==> config.mk <==
export PLATFORM = sky130hd
export DESIGN_NAME = prog_loader_rom
export DESIGN_NICKNAME = d
export VERILOG_FILES = /design/src/rtl/prog_loader_rom.sv
export SDC_FILE = /design/constraint.sdc
export NUM_CORES = 1
export LEC_CHECK = 0
export ABC_CLOCK_PERIOD_IN_PS = 3980
export CORE_ASPECT_RATIO = 0.75
export CORE_MARGIN = 10
export CORE_UTILIZATION = 50
export CTS_CLUSTER_DIAMETER = 120
export CTS_CLUSTER_SIZE = 10
export DETAILED_ROUTE_END_ITERATION = 16
export MAX_ROUTING_LAYER = met4
export PLACE_DENSITY = 0.64
export SYNTH_ARGS = -nofsm -noshare
export SYNTH_HDL_FRONTEND = slang
export SYNTH_SLANG_ARGS = --single-unit
export TNS_END_PERCENT = 5
==> constraint.sdc <==
create_clock -name clk -period 3.98 [get_ports clk]
set_clock_uncertainty 0.05 [all_clocks]
set_input_delay 0.796 -clock clk [delete_from_list [all_inputs] [get_ports clk]]
set_output_delay 0.796 -clock clk [all_outputs]
set_load 0.02 [all_outputs]
==> src/rtl/prog_loader_rom.sv <==
// prog_loader_rom: 16x8 CPU program memory, reloadable over an 8N1 UART
// while the CPU is held in reset. Optional frame checksum: PROG_CHECKSUM_EN.
//
// Ports:
//   clk       in   system clock
//   reset     in   async active-low reset
//   adr       in   [3:0] CPU fetch address
//   dout      out  [7:0] instruction byte (0x00 while not in RUN)
//   uart_rx   in   serial input, idle high, asynchronous
//   cpu_reset out  active-low CPU reset (low while loading / in error)
//   loading   out  frame reception in progress
//   load_err  out  framing error, timeout or checksum mismatch
module prog_loader_rom #(
   parameter int unsigned  CLKS_PER_BIT = 234,
   parameter int unsigned  TIMEOUT_CYC  = 2_700_000,
   parameter logic [127:0] INIT_IMAGE   = '0
) (
   input  logic       clk,
   input  logic       reset,
   input  logic [3:0] adr,
   output logic [7:0] dout,
   input  logic       uart_rx,
   output logic       cpu_reset,
   output logic       loading,
   output logic       load_err
);

   localparam int CW = (CLKS_PER_BIT > 1) ? $clog2(CLKS_PER_BIT) : 1;
   localparam int GW = $clog2(TIMEOUT_CYC + 2);
   localparam logic [CW-1:0] FULL = CW'(CLKS_PER_BIT - 1);
   localparam logic [CW-1:0] HALF = CW'(CLKS_PER_BIT / 2 - 1);
   localparam logic [GW-1:0] TO   = GW'(TIMEOUT_CYC);
   localparam logic [7:0]    SYNC = 8'hA5;

   typedef enum logic [1:0] {
      RX_IDLE, RX_START, RX_DATA, RX_STOP
   } rx_st_e;

`ifdef PROG_CHECKSUM_EN
   typedef enum logic [1:0] {
      S_RUN = 2'd0, S_LOAD = 2'd1, S_CHECK = 2'd2, S_ERR = 2'd3
   } st_e;
`else
   typedef enum logic [1:0] {
      S_RUN = 2'd0, S_LOAD = 2'd1, S_ERR = 2'd3
   } st_e;
`endif

   // ---------------- UART receiver ----------------
   logic          rx_s1_q, rx_s2_q, rx_prev_q;
   rx_st_e        rx_st_q, rx_st_d;
   logic [CW-1:0] rx_cnt_q, rx_cnt_d;
   logic [2:0]    rx_bit_q, rx_bit_d;
   logic [7:0]    rx_sh_q, rx_sh_d;
   logic          rx_valid, rx_ferr;

   always_ff @(posedge clk or negedge reset) begin
      if (!reset) begin
         rx_s1_q   <= 1'b1;
         rx_s2_q   <= 1'b1;
         rx_prev_q <= 1'b1;
         rx_st_q   <= RX_IDLE;
         rx_cnt_q  <= '0;
         rx_bit_q  <= '0;
         rx_sh_q   <= '0;
      end else begin
         rx_s1_q   <= uart_rx;
         rx_s2_q   <= rx_s1_q;
         rx_prev_q <= rx_s2_q;
         rx_st_q   <= rx_st_d;
         rx_cnt_q  <= rx_cnt_d;
         rx_bit_q  <= rx_bit_d;
         rx_sh_q   <= rx_sh_d;
      end
   end

   always_comb begin
      rx_st_d  = rx_st_q;
      rx_cnt_d = rx_cnt_q + 1'b1;
      rx_bit_d = rx_bit_q;
      rx_sh_d  = rx_sh_q;
      rx_valid = 1'b0;
      rx_ferr  = 1'b0;
      case (rx_st_q)
         RX_IDLE: begin
            rx_cnt_d = '0;
            if (rx_prev_q && !rx_s2_q) rx_st_d = RX_START;
         end
         RX_START: begin
            // mid start bit: line back high means it was a glitch
            if (rx_cnt_q == HALF) begin
               rx_cnt_d = '0;
               rx_bit_d = '0;
               rx_st_d  = rx_s2_q ? RX_IDLE : RX_DATA;
            end
         end
         RX_DATA: begin
            if (rx_cnt_q == FULL) begin
               rx_cnt_d = '0;
               rx_sh_d  = {rx_s2_q, rx_sh_q[7:1]};
               rx_bit_d = rx_bit_q + 3'd1;
               if (rx_bit_q == 3'd7) rx_st_d = RX_STOP;
            end
         end
         RX_STOP: begin
            if (rx_cnt_q == FULL) begin
               rx_cnt_d = '0;
               rx_st_d  = RX_IDLE;
               rx_valid = rx_s2_q;
               rx_ferr  = !rx_s2_q;
            end
         end
         default: rx_st_d = RX_IDLE;
      endcase
   end

   // ---------------- loader FSM ----------------
   st_e           state_q, state_d;
   logic [3:0]    idx_q, idx_d;
   logic [GW-1:0] gap_q, gap_d;
   logic          cr_q, ld_q, er_q;
   logic          mem_we;
   logic [7:0]    mem_q [16];
`ifdef PROG_CHECKSUM_EN
   logic [7:0]    sum_q, sum_d;
`endif

   always_ff @(posedge clk or negedge reset) begin
      if (!reset) begin
         state_q <= S_RUN;
         idx_q   <= '0;
         gap_q   <= '0;
         cr_q    <= 1'b0;
         ld_q    <= 1'b0;
         er_q    <= 1'b0;
`ifdef PROG_CHECKSUM_EN
         sum_q   <= '0;
`endif
      end else begin
         state_q <= state_d;
         idx_q   <= idx_d;
         gap_q   <= gap_d;
         cr_q    <= (state_d == S_RUN);
         ld_q    <= (state_d != S_RUN) && (state_d != S_ERR);
         er_q    <= (state_d == S_ERR);
`ifdef PROG_CHECKSUM_EN
         sum_q   <= sum_d;
`endif
      end
   end

   always_comb begin
      state_d = state_q;
      idx_d   = idx_q;
      gap_d   = '0;
      mem_we  = 1'b0;
`ifdef PROG_CHECKSUM_EN
      sum_d   = sum_q;
`endif
      case (state_q)
         S_RUN, S_ERR: begin
            if (rx_valid && rx_byte_is_sync(rx_sh_q)) begin
               state_d = S_LOAD;
               idx_d   = '0;
`ifdef PROG_CHECKSUM_EN
               sum_d   = '0;
`endif
            end
         end
         S_LOAD: begin
            gap_d = rx_valid ? '0 : gap_q + 1'b1;
            if (rx_ferr || gap_q > TO) begin
               state_d = S_ERR;
            end else if (rx_valid) begin
               mem_we = 1'b1;
               idx_d  = idx_q + 4'd1;
`ifdef PROG_CHECKSUM_EN
               sum_d  = sum_q + rx_sh_q;
               if (idx_q == 4'd15) state_d = S_CHECK;
`else
               if (idx_q == 4'd15) state_d = S_RUN;
`endif
            end
         end
`ifdef PROG_CHECKSUM_EN
         S_CHECK: begin
            gap_d = rx_valid ? '0 : gap_q + 1'b1;
            if (rx_ferr || gap_q > TO) begin
               state_d = S_ERR;
            end else if (rx_valid) begin
               state_d = (rx_sh_q == sum_q) ? S_RUN : S_ERR;
            end
         end
`endif
         default: state_d = S_RUN;
      endcase
   end

   function automatic logic rx_byte_is_sync(input logic [7:0] b);
      return b == SYNC;
   endfunction

   always_ff @(posedge clk or negedge reset) begin
      if (!reset) begin
         for (int k = 0; k < 16; k++) mem_q[k] <= INIT_IMAGE[8*k +: 8];
      end else if (mem_we) begin
         mem_q[idx_q] <= rx_sh_q;
      end
   end

   // memory is hidden from the CPU until the image is complete
   assign dout      = (state_q == S_RUN) ? mem_q[adr] : 8'h00;
   assign cpu_reset = cr_q;
   assign loading   = ld_q;
   assign load_err  = er_q;

endmodule

### Word-level counts from Yosys, hierarchy flattened

Cells that the tools add are included.

| storage, ports and cells | value |
|---|---|
| register bits after elaboration | 183 |
| word-level logic and storage cells | 115 |
| output and inout bits | 11 |
| input port bits | 7 |

| cells by class | value |
|---|---|
| magnitude comparators | 4 |
| reductions and logical operators | 18 |
| mux-type cells | 38 |
| equal/unequal tests | 20 |
| add/sub/neg operators | 4 |
| bitwise logic cells | 2 |

Operators with widths:

| operator | count |
|---|---|
| $bwmux 128 | 1 |
| $mux 8 | 6 |
| $mux 22 | 2 |
| $bmux 8 s4 | 1 |
| $demux 8 s4 | 1 |
| $pmux 8 s3 | 1 |
| $add 22x1->22 const B | 1 |
| $gt 22x22->1 const B | 1 |
| $mux 2 | 10 |
| $ne 2x2->1 const B | 9 |
| $eq 8x8->1 const B | 2 |
| $mux 4 | 3 |
| $ge 5x5->1 const B | 2 |
| $not 4->5 | 2 |
| $add 8x1->8 const B | 1 |
| $eq 2x2->1 const B | 4 |
| $eq 8x7->1 const B | 1 |
| $pmux 2 s4 | 1 |
| $pmux 4 s2 | 1 |
| $mux 1 | 7 |
| $logic_not 2->1 | 3 |
| $mux 3 | 2 |
| $pmux 3 s2 | 1 |
| $reduce_bool 2->1 | 3 |
| other kinds (15) | 20 |

### Depth between registers and ports, before layout

Gate-level depths: netlist of the first run.

| logic depth | value |
|---|---|
| word-level depth | 8 |
| mapped depth | 10 |
| gate-level depth less buffers | 8 |

### Worst setup path after synthesis of the first run

Ideal clock, no wire load.

| path | value |
|---|---|
| path kind | input port to output port |
| start | in adr[0] |
| end | out dout[0] |
| data arrival time | 2790 ps |
| slack | 344 ps |
| cell stages on the path | 5 |
| path buffers | 2 |
| data required time | 3134 ps |
| path through | clkbuf_1 -> buf_1 -> mux4_2 -> mux4_2 -> and2_1 |

| on the way | value |
|---|---|
| word-level cells in the longest chain between the ends | 5 |

RTL lines:

| element | RTL line | text |
|---|---|---|
| start: declaration | 20 | `input logic [3:0] adr,` |
| $not 4->5 (not written as such) | 212 | `assign dout = (state_q == S_RUN) ? mem_q[adr] : 8'h00;` |
| $bmux 8 s4 | 212 |  |
| $mux 8 (not written as such) (2 in series) | 212 |  |
| $mux 8 | 212 |  |
| end: declaration | 21 | `output logic [7:0] dout,` |

No other way between the ends. The select of a mux whose other input is x is not followed.

### Final worst setup path of the first run

| path | value |
|---|---|
| start | in adr[1] |
| end | out dout[7] |

The elaborated chain is that of the path after synthesis.

==> impl_metrics.py, run 1 <==
metrics = {
    "power_and_ir_drop": {
        "leakage_nw": 4.554,
        "seqPwrFrac": 0.510,
        "irDropWorstVdd_mv": 0.2472,
        "clkPwrFrac": 0.442,
        "p_int_mw": 2.786,
        "p_per_area_mw_per_mm2": 365.3,
        "p_sw_mw": 0.9620,
        "power_frac_comb": 0.048,
        "p_sw_frac": 0.2567,
        "power_mw": 3.748,
    },
    "die": {
        "core_area_sq_mm": 0.01776,
        "die_x_um": 175.9,
        "initial_core_util": 0.5132,
        "die_h_um": 136.9,
        "ios": 18,
        "die_area_sq_mm": 0.02409,
        "placementRows": 42,
    },
    "route": {
        "vias": 5322,
        "drtPass1Iterations": 4,
        "detail-route-antenna-nets": 0,
        "routedWlPerCell_um": 21.01,
        "drc": 0,
        "drtIter0Drc": 432,
        "avgViaCountPerCell": 5.766,
        "drt-total-wl_um": 19390,
    },
    "synthesis": {
        "synth_edf_count": 0,
        "synthArstFlopShare": 1.000,
        "netlist_instances": 642,
        "synth_cell_type_count": 55,
        "synth.avg_cell_area_sq_um": 14.20,
        "synth_fp_nets": 665,
        "synth_top_area_cell": "dfrtp_1",
        "synth.top_cells.by_area": "dfrtp_1 (49%), mux2_2 (16%), mux4_2 (9.9%)",
        "synth_flop_cell": "dfrtp_1",
        "synth_top_area_share": 0.4942,
        "ys_warn_count": 0,
        "syn-cell-area_sq_mm": 0.009115,
        "yosysSeqAreaShare": 0.5028,
        "ys_ff_latch": 183,
    },
    "clocking": {
        "hold_buffers": 0,
        "cts_sinks": 183,
        "cts_root_buf": "clkbuf_16",
        "clockBufferDepth": 2,
        "cts_tree": "done",
        "cts_max_level": 4,
        "clk_pin_slew_ps": 70,
        "clock_latency_ps": 430,
        "cts_resized": 0,
        "cts_buffers": 17,
        "postCtsSetupBuffers": 0,
    },
    "critical_path": {
        "cp_max_fo": 8,
        "critical_path_class": "in -> out",
        "crit_arrival_ps": 3060,
        "cp-start-kind": "input port",
        "worstPathRequired_ps": 3130,
        "worst_setup_path_end_kind": "output port",
    },
    "flow_run": {
        "cap_violations": 0,
    },
    "timing": {
        "drv_slew": 0,
        "hold_viol_final": 0,
        "slew_headroom": 0.2882,
        "rsz0062_at_grt": "false",
        "fin_tns_setup_ps": 0,
        "period_share": 0.9805,
        "period_minus_slack_ps": 3903,
        "fmax_ghz": 0.2562,
        "tightestPinTransition_ps": 1060,
        "setup_viol_count_final": 0,
    },
    "placed_design": {
        "dp_hpwl_um": 12840,
        "io_buffers": 17,
        "gp_congestion": 0.8512,
    },
    "global_route": {
        "antenna_found_initial": 1,
        "grt.total_usage": 0.1758,
        "grt-ovfl-total": 0,
        "grt_pass1_vias": 5540,
        "grt_pass1_wl_um": 31820,
        "grt_max_degree": 69,
    },
    "cells_and_area": {
        "fillCellCount": 1419,
        "regArea_sq_mm": 0.004583,
        "finalNetCount": 691,
        "layout-area-overhead-vs-synth_pct": 12.56,
        "final_cell_mix": "dfrtp_1 (180), mux2_2 (128), mux4_2 (40)",
        "post_route_cells_drive_above_1_share": 0.3847,
        "final_common_cell": "dfrtp_1",
        "diodes": 0,
        "multi_input_area_sq_mm": 0.004285,
    },
    "min_path": {
        "hold_class": "in -> async",
    },
    "outcome": {
        "status": "completed",
    },
}
## power by group through the flow
stage | Combinational (mW) | Clock, mW | Sequential, mW
after floorplan | 0.113 | 0 | 1.93
after global placement | 0.177 | 0 | 1.94
after detailed placement | 0.185 | 0 | 1.95
after CTS | 0.186 | 1.70 | 1.91
after global routing | 0.205 | 1.77 | 1.91
final | 0.179 | 1.66 | 1.91
## metrics by stage
stage / instances / hold WS (ps) / utilization / area (sq um) / setup slack (ps)
floorplan: 642 / 295.2 / - / 9115 / 343.7
global placement: 891 / 297.7 / 0.5440 / 9662 / 54.33
detailed placement: 891 / 299.0 / 0.5440 / 9662 / 26.94
CTS: 923 / 309.5 / 0.5766 / 10240 / 15.40
global route: 923 / 315.9 / 0.5776 / 10260 / 10.43
finish: 923 / 292.1 / 0.5776 / 10260 / 77.46
## synthesized netlist by cell type (all sizes together) (11+ instances only)
cell type  number
nand3          11
and2           12
nor2           34
mux2          137
mux4           40
ha             16
nand2          24
a2111oi        17
dfrtp         180
xnor2          15
inv            19
clkbuf         16
buf            21
## logic make-up (layout without fill, tap and decap cells)
| group | count (synthesis) | in the layout | synth area share |
|---|---|---|---|
| multiplexers | 177 | 177 | 0.2714 |
| buffers and inverters | 56 | 95 | 0.02732 |
| adder cells (fa/ha/maj) | 16 | 16 | 0.02196 |
| flip-flops | 183 | 183 | 0.5028 |
| AND/OR/NAND/NOR | 127 | 127 | 0.07303 |
| XOR/XNOR | 24 | 24 | 0.02306 |
| AO/OA/AOI/OAI | 59 | 59 | 0.08044 |
## registers in the layout, indices dropped and copies added, names as in the netlist, named ones only
| name | flops |
|---|---|
| mem_q | 128 |
| cpu_reset | 1 |
| gap_q | 22 |
| rx_sh_q | 8 |
| rx_st_q | 1 |
| rx_prev_q | 1 |
| state_q | 2 |
| load_err | 1 |
| rx_s1_q | 1 |
| rx_cnt_q | 8 |
| rx_s2_q | 1 |
| rx_bit_q | 3 |
| loading | 1 |
| idx_q | 4 |
## metal layers
metal  track usage  share of wire  up-vias
met5             -              0        -
met2        0.2652           0.46       71
met1        0.2432           0.50     2807
li1              -              -     2434
met4       0.04650         0.0070        0
met3       0.02891          0.034       10
## worst max-delay path: stages
cell,delay (ps)
clkdlybuf4s50_1,550
buf_4,230
mux4_2,310
mux4_2,460
and2_1,170
clkdlybuf4s50_1,530
## cell type report
type | count | share of cell area
Multi-Input combinational cell | 403 | 0.4177
Tap cell | 242 | 0.02951
Sequential cell | 183 | 0.4467
Timing Repair Buffer | 44 | 0.04256
Clock buffer | 17 | 0.04146
Inverter | 19 | 0.006951
Clock inverter | 15 | 0.01512
## worst paths after layout
path	startpoint	to	slack (ps)	depth (start not counted)
worst max-delay path	adr[1]	dout[7]	80	6
worst min-delay path	reset	gap_q[5]	290	1
worst max register to register	rx_cnt_q[1]	mem_q[102]	830	6
worst min register to register	rx_s1_q	rx_s2_q	310	0
max in group asynchronous	reset	rx_s1_q	2720	2
min in group clk	rx_s1_q	rx_s2_q	310	0
Note: power is estimated with default switching activity, not from simulation.
==> inputs of run 2 (changes only) <==
- MAX_ROUTING_LAYER: met4 -> not set
==> impl_metrics.py, run 2 (synthesized netlist as in run 1, its figures left out) <==
metrics = {
    "outcome": {
        "status": "completed",
    },
    "global_route": {
        "grt.total_usage": 0.1708,
        "grt_pass1_wl_um": 31830,
        "grt_max_degree": 69,
        "met1_usage": 0.2430,
        "busiest_layer": "met2",
        "grtUsageMet3": 0.02919,
        "grt_pass1_vias": 5543,
        "antenna_found_initial": 1,
        "globalRouteMet2Util": 0.2654,
        "grt-ovfl-total": 0,
    },
    "clocking": {
        "cts_sinks": 183,
        "cts_tree": "done",
        "postCtsSetupBuffers": 0,
        "clk_pin_slew_ps": 70,
        "cts_root_buf": "clkbuf_16",
        "clockBufferDepth": 2,
        "cts_resized": 0,
        "cts_max_level": 4,
        "clock_latency_ps": 440,
        "cts_buffers": 17,
        "hold_buffers": 0,
    },
    "placed_design": {
        "dp_hpwl_um": 12840,
        "io_buffers": 17,
        "gp_congestion": 0.8382,
    },
    "cells_and_area": {
        "finalNetCount": 691,
        "final_common_cell": "dfrtp_1",
        "regMostFlops": "mem_q",
        "post_route_cells_drive_above_1_share": 0.3847,
        "reg_top3": "mem_q: 128 flops, gap_q: 22 flops",
        "final_cell_mix": "dfrtp_1 (180), mux2_2 (128), mux4_2 (40)",
        "diodes": 0,
        "largest_reg_flops": 128,
        "layout-area-overhead-vs-synth_pct": 12.56,
    },
    "route": {
        "detail-route-antenna-nets": 0,
        "drtPass1Iterations": 4,
        "avgViaCountPerCell": 5.835,
        "drtIter0Drc": 460,
        "drt-total-wl_um": 19470,
        "vias": 5386,
        "drc": 0,
        "routedWlPerCell_um": 21.10,
    },
    "timing": {
        "period_minus_slack_ps": 3899,
        "period_share": 0.9797,
        "rsz0062_at_grt": "false",
        "fmax_ghz": 0.2565,
        "setup_viol_count_final": 0,
        "fin_tns_setup_ps": 0,
        "whs_ps": 300.7,
        "hold_viol_final": 0,
        "slew_headroom": 0.2944,
        "tightestPinTransition_ps": 1050,
        "drv_slew": 0,
    },
    "power_and_ir_drop": {
        "p_per_area_mw_per_mm2": 365.5,
        "leakage_nw": 4.554,
        "irDropWorstVdd_mv": 0.2451,
    },
    "min_path": {
        "hold_class": "in -> async",
    },
    "die": {
        "die_h_um": 136.9,
        "placementRows": 42,
        "die_area_sq_mm": 0.02409,
        "core_area_sq_mm": 0.01776,
        "initial_core_util": 0.5132,
        "die_x_um": 175.9,
        "ios": 18,
    },
    "critical_path": {
        "cp-start-kind": "input port",
        "critical_path_class": "in -> out",
        "cp_max_fo": 8,
        "r2r_end": "mem_q[102]",
        "worstPathRequired_ps": 3130,
        "r2r-start": "rx_cnt_q[1]",
        "r2r_setup_slack_ps": 810,
        "ff2ff_path_depth": 6,
        "crit_arrival_ps": 3050,
        "worst_setup_path_end_kind": "output port",
    },
    "flow_run": {
        "cap_violations": 0,
    },
}
==> run 2: report_power, final <==
| group | internal (mW) | switching, mW | leakage, nW |
|---|---|---|---|
| combinational | 0.0682 | 0.112 | 1.73 |
| clock | 0.840 | 0.819 | 0.283 |
| sequential | 1.88 | 0.0327 | 2.54 |
| total | 2.79 | 0.964 | 4.55 |
==> run 2: worst max-delay path by stage <==
stage          startpoint       to  slack, ps  cells after the start
2_1_floorplan      adr[0]  dout[0]        340                      5
3_3_place_gp       adr[1]  dout[2]         50                      6
3_5_place_dp       adr[1]  dout[2]         30                      6
4_1_cts            adr[1]  dout[2]         20                      6
5_1_grt            adr[1]  dout[7]         10                      6
6_report           adr[1]  dout[7]         80                      6
==> run 2: worst max-delay path, cell delays in order <==
cell and delay (ps):
clkdlybuf4s50_1 550, buf_4 230, mux4_2 310, mux4_2 460, and2_1 170, clkdlybuf4s50_1 530
==> run 2: through the flow <==
stage / area (sq um) / std cells / util / total power, mW / setup WS, ps
global placement: 9662 / 891 / 0.5440 / 2.121 / 54.33
global route: 10260 / 923 / 0.5776 / 3.893 / 10.43
detailed placement: 9662 / 891 / 0.5440 / 2.132 / 26.94
floorplan: 9115 / 642 / - / 2.043 / 343.7
CTS: 10240 / 923 / 0.5766 / 3.790 / 15.40
finish: 10260 / 923 / 0.5776 / 3.750 / 80.87
==> run 2: layout make-up <==
class	instances	area, sq um
flip-flops and latches	183	4583
inverters	19	71.32
clock inverters	15	155.1
multi-input cells	403	4285
well taps	242	302.8
repair buffers	44	436.7
fillers	1419	7502
clock buffers	17	425.4
==> run 2: metal layers <==
layer	part of all wire	wire, um
met1	0.50	9694
met2	0.46	8917
met3	0.036	702
met4	0.0082	159
met5	0	0
